## src/rtl/pong_game_ctrl.sv

```systemverilog
// Pong game-state controller: turns level-type hit/win flags from the graphics block
// into single scoring events, keeps both scores, holds the ball between rallies and fires sound pulses.
module pong_game_ctrl #(
  parameter int WIN_SCORE    = 5,
  parameter int SERVE_FRAMES = 60,
  parameter int POINT_FRAMES = 90,
  parameter int TICK_Y       = 481
) (
  input  logic       clk,
  input  logic       reset,
  input  logic [9:0] pix_x,
  input  logic [9:0] pix_y,
  input  logic       btn_start,
  input  logic       hit,
  input  logic       l_win,
  input  logic       r_win,
  output logic       gra_still,
  output logic [3:0] score_l,
  output logic [3:0] score_r,
  output logic       game_over,
  output logic       winner_l,
  output logic       snd_hit,
  output logic       snd_point,
  output logic [2:0] state_o
);

  localparam logic [2:0] ST_IDLE  = 3'd0;
  localparam logic [2:0] ST_SERVE = 3'd1;
  localparam logic [2:0] ST_PLAY  = 3'd2;
  localparam logic [2:0] ST_POINT = 3'd3;
  localparam logic [2:0] ST_OVER  = 3'd4;

  localparam logic [3:0] WIN_V     = WIN_SCORE[3:0];
  localparam logic [7:0] SERVE_CNT = SERVE_FRAMES[7:0];
  localparam logic [7:0] POINT_CNT = POINT_FRAMES[7:0];
  localparam logic [9:0] TICK_Y_V  = TICK_Y[9:0];

  logic [2:0] state;
  logic [7:0] cnt;
  logic       btn_d1;
  logic       hit_d1;
  logic       armed;

  logic tick;
  logic start_evt;
  logic hit_evt;
  logic l_reached;
  logic r_reached;

  assign tick      = (pix_y == TICK_Y_V) && (pix_x == 10'd0);
  // armed stays low for the first cycle after reset so a button held through
  // reset is absorbed into btn_d1 instead of looking like a fresh press.
  assign start_evt = btn_start & ~btn_d1 & armed;
  assign hit_evt   = hit & ~hit_d1;
  assign l_reached = (score_l == WIN_V);
  assign r_reached = (score_r == WIN_V);
  assign state_o   = state;

  always_ff @(posedge clk) begin
    if (!reset) begin
      btn_d1 <= 1'b0;
      hit_d1 <= 1'b0;
      armed  <= 1'b0;
    end else begin
      btn_d1 <= btn_start;
      hit_d1 <= hit;
      armed  <= 1'b1;
    end
  end

  always_ff @(posedge clk) begin
    if (!reset) begin
      state     <= ST_IDLE;
      cnt       <= 8'd0;
      gra_still <= 1'b1;
      score_l   <= 4'd0;
      score_r   <= 4'd0;
      game_over <= 1'b0;
      winner_l  <= 1'b0;
      snd_hit   <= 1'b0;
      snd_point <= 1'b0;
    end else begin
      snd_hit   <= 1'b0;
      snd_point <= 1'b0;
      case (state)
        ST_IDLE: begin
          gra_still <= 1'b1;
          if (start_evt) begin
            state <= ST_SERVE;
            cnt   <= SERVE_CNT;
          end
        end

        ST_SERVE: begin
          gra_still <= 1'b1;
          if (tick) begin
            if (cnt <= 8'd1) begin
              state     <= ST_PLAY;
              cnt       <= 8'd0;
              gra_still <= 1'b0;
            end else begin
              cnt <= cnt - 8'd1;
            end
          end
        end

        ST_PLAY: begin
          gra_still <= 1'b0;
          snd_hit   <= hit_evt;
          // Leaving PLAY on the first win sample is what limits a long win
          // flag to a single point.
          if (l_win || r_win) begin
            state     <= ST_POINT;
            cnt       <= POINT_CNT;
            gra_still <= 1'b1;
            if (l_win && !r_win) begin
              snd_point <= 1'b1;
              if (score_l < WIN_V) score_l <= score_l + 4'd1;
            end else if (r_win && !l_win) begin
              snd_point <= 1'b1;
              if (score_r < WIN_V) score_r <= score_r + 4'd1;
            end
          end
        end

        ST_POINT: begin
          gra_still <= 1'b1;
          if (tick) begin
            if (cnt <= 8'd1) begin
              if (l_reached || r_reached) begin
                state     <= ST_OVER;
                cnt       <= 8'd0;
                game_over <= 1'b1;
                winner_l  <= l_reached;
              end else begin
                state <= ST_SERVE;
                cnt   <= SERVE_CNT;
              end
            end else begin
              cnt <= cnt - 8'd1;
            end
          end
        end

        ST_OVER: begin
          gra_still <= 1'b1;
          if (start_evt) begin
            state     <= ST_SERVE;
            cnt       <= SERVE_CNT;
            score_l   <= 4'd0;
            score_r   <= 4'd0;
            game_over <= 1'b0;
          end
        end

        default: begin
          state     <= ST_IDLE;
          cnt       <= 8'd0;
          gra_still <= 1'b1;
          game_over <= 1'b0;
        end
      endcase
    end
  end

endmodule

```

## config.mk

```make
export PLATFORM = sky130hd
export DESIGN_NAME = pong_game_ctrl
export DESIGN_NICKNAME = d
export VERILOG_FILES = /design/src/rtl/pong_game_ctrl.sv
export SDC_FILE = /design/constraint.sdc
export NUM_CORES = 1
export LEC_CHECK = 0
export CORE_MARGIN = 2
export CORE_UTILIZATION = 45
export DETAILED_ROUTE_END_ITERATION = 7
export PLACE_DENSITY_LB_ADDON = 0.15
export SYNTH_ARGS = -nofsm -noshare
export SYNTH_HDL_FRONTEND = slang
export SYNTH_SLANG_ARGS = --single-unit
```

## constraint.sdc

```tcl
create_clock -name clk -period 3.2 [get_ports clk]
set_clock_uncertainty 0.15 [all_clocks]
set_input_delay 0.64 -clock clk [delete_from_list [all_inputs] [get_ports clk]]
set_output_delay 0.64 -clock clk [all_outputs]
set_load 0.01 [all_outputs]
```

==> metrics.cfg <==
[critical_path]
critPathRequiredTime_ns=3.34
reg2reg_slack_ns=0.74
cp-start-kind=primary input
critPathArrivalTime_ns=2.65
critPathCapture=score_r[1]
cp_max_fo=3
r2r-start=cnt[2]
startpoint=r_win
crit_type=primary input to register
reg2regPathDepth=5
rr_endpoint=cnt[4]
cp-end-kind=register

[synthesis]
synth.largest_area_cell=dfxtp_1
yosys-top-cells-area=dfxtp_1, ha_1, xnor2_1, nor2_1, inv_1
yosysMostFrequentCell=dfxtp_1
syn_inst=185
synth_seq_cells=27
syn-num-nets=222
synth_cell_types=47
ys_async_sr_fraction=0
syn-cell-area_um2=1620
netlist.area_leader.share=0.334
ys_warn_count=0
synth_area_per_cell_um2=8.75
synthTopCellsByCount=dfxtp_1, nor2_1, inv_1, nand2_1, ha_1
synth-edff-count=0
ys_seq_area_frac=0.334
synthFlopType=dfxtp_1

[clock_network]
clock_sink_count=27
cts_root_buffer=clkbuf_4
numCtsBuffers=3
cts_tree=yes
cts_buffer_depth=2
clk_pin_slew_ns=0.15
htreeDepth=1
cts_resized=0
postCtsHoldBufs=0
post_cts_buffers=0
clk_latency_ns=0.33

[global_routing]
track_usage=0.218
grt_max_degree=18
antenna_found_initial=0
grt_pass1_wl_mm=7.08
gr-total-overflow=0
grt_pass1_vias=1470

[finish]
num_antenna_cells=0
synthToLayoutAreaGrowth_pct=30.2
drive_gt1_frac=0.0485
nNetsFinal=265

[flow_run]
max_cap_violations=0

[sta]
rsz0062_at_grt=no
setup_ws_ns=0.688
drv_slew=0
fin_crit_sh=0.785
setup_tns_ns=0
report.final.hold_viol_count=0
max_freq_ghz=0.398
setup_viol=0
period_needed_ns=2.51
worstMarginPinSlew_ns=0.657
relSlewSlack=0.558

[die]
initial_core_util=0.478
rows=21
ioPinCount=42
dieArea_um2=4090
die_h_um=64.0
die_w_um=64.0
core_area_um2=3390

[pwr]
peakVddDrop_v=0.000204
power.switching_w=0.000181
p_per_area_nw_per_um2=306
p_leak_nw=0.780
swShare=0.281
p_clk_frac=0.239
combPwrFrac=0.208
pwr-share-seq=0.553
power.internal_w=0.000465

[route]
detail-route-antenna-nets=0
wl_per_cell_um=15.4
post-route-drc-count=0
drt_iter0_drc=53
avgViaCountPerCell=5.67
drt_wl_total_mm=4.21
dr.pass1.iters=4
num_vias=1548

[worst_hold_path]
hold_path_class=register to register

[place]
pre_cts_ws_ns=0.375
dp_hpwl_mm=3.16
port_buffers=41
gp_congestion=0.815

[run_status]
status=complete, no violations

-- cells by family after synthesis --
logic type / count (synthesis) / synth area share
compound gates: 38 / 0.175
xor+xnor: 8 / 0.0433
fa+ha+maj: 11 / 0.0850
buf+inv: 18 / 0.0425
flops: 27 / 0.334
mux: 4 / 0.0247
simple gates: 79 / 0.296
-- through the flow --
step	power [W]	cell area, um2	cells	hold slack, ns	util
finish	0.000646	2110	273	0.264	0.622
global route	0.000682	2110	273	0.282	0.622
CTS	0.000647	2110	273	0.264	0.622
detailed placement	0.000497	2080	269	0.245	0.614
global placement	0.000493	2080	269	0.235	0.614
floorplan	0.000442	1620	185	0.224	-
-- sequential cells by signal, indices dropped and copies added (netlist names) --
register   count
gra_still      1
winner_l       1
snd_hit        1
armed          1
hit_d1         1
state_o        3
game_over      1
cnt            8
snd_point      1
score_l        4
btn_d1         1
score_r        4
-- metal layers --
| layer | up-vias | GRT usage | wire length (um) |
|---|---|---|---|
| met5 | - | 0 | 0 |
| met4 | 0 | 0.0543 | 38 |
| met3 | 5 | 0.0493 | 306 |
| met2 | 61 | 0.355 | 1930 |
| met1 | 718 | 0.289 | 1930 |
| li1 | 764 | - | - |
-- cell usage in the layout (no fill, tap or decap), types with 5 or more instances in the layout --
| cell type | instances |
|---|---|
| clkdlybuf4s50_1 | 41 |
| dfxtp_1 | 27 |
| nor2_1 | 15 |
| inv_1 | 13 |
| nand2_1 | 13 |
| ha_1 | 11 |
| a21oi_1 | 8 |
| nand3_1 | 7 |
| xnor2_1 | 7 |
| nor4_1 | 5 |
| nor2b_1 | 5 |
| o21ai_0 | 5 |
| a211oi_1 | 5 |
-- worst max-delay path, stage by stage --
cell and delay [ns]:
clkdlybuf4s50_1 0.49, inv_1 0.06, ha_1 0.20, nor4b_1 0.28, nand4b_1 0.17, a21oi_1 0.38
mux2i_1 0.29, and2_1 0.15
-- how the worst min path moves through the flow --
stage	cells past startpoint	from	slack, ns	end
after global placement	1	hit_d1	0.23	snd_hit
final	1	hit_d1	0.26	snd_hit
after floorplan	1	hit_d1	0.22	snd_hit
after global routing	1	hit_d1	0.28	snd_hit
after detailed placement	1	hit_d1	0.25	snd_hit
after CTS	1	hit_d1	0.26	snd_hit
-- power groups by stage --
stage / clock (W) / sequential, W / combinational [W]
after detailed placement: 0 / 0.000364 / 0.000133
after floorplan: 0 / 0.000360 / 0.0000816
final: 0.000154 / 0.000357 / 0.000135
after global placement: 0 / 0.000364 / 0.000130
after global routing: 0.000176 / 0.000358 / 0.000147
after CTS: 0.000157 / 0.000357 / 0.000134
-- final cells by class --
class | instances | area [um2]
tap | 46 | 57.6
fill | 296 | 1280
sequential | 27 | 541
timing repair buffer | 43 | 425
inverter | 13 | 48.8
multi-input combinational | 140 | 1010
clock buffer | 4 | 26.3
No activity file was read; power rests on OpenSTA's default activity.
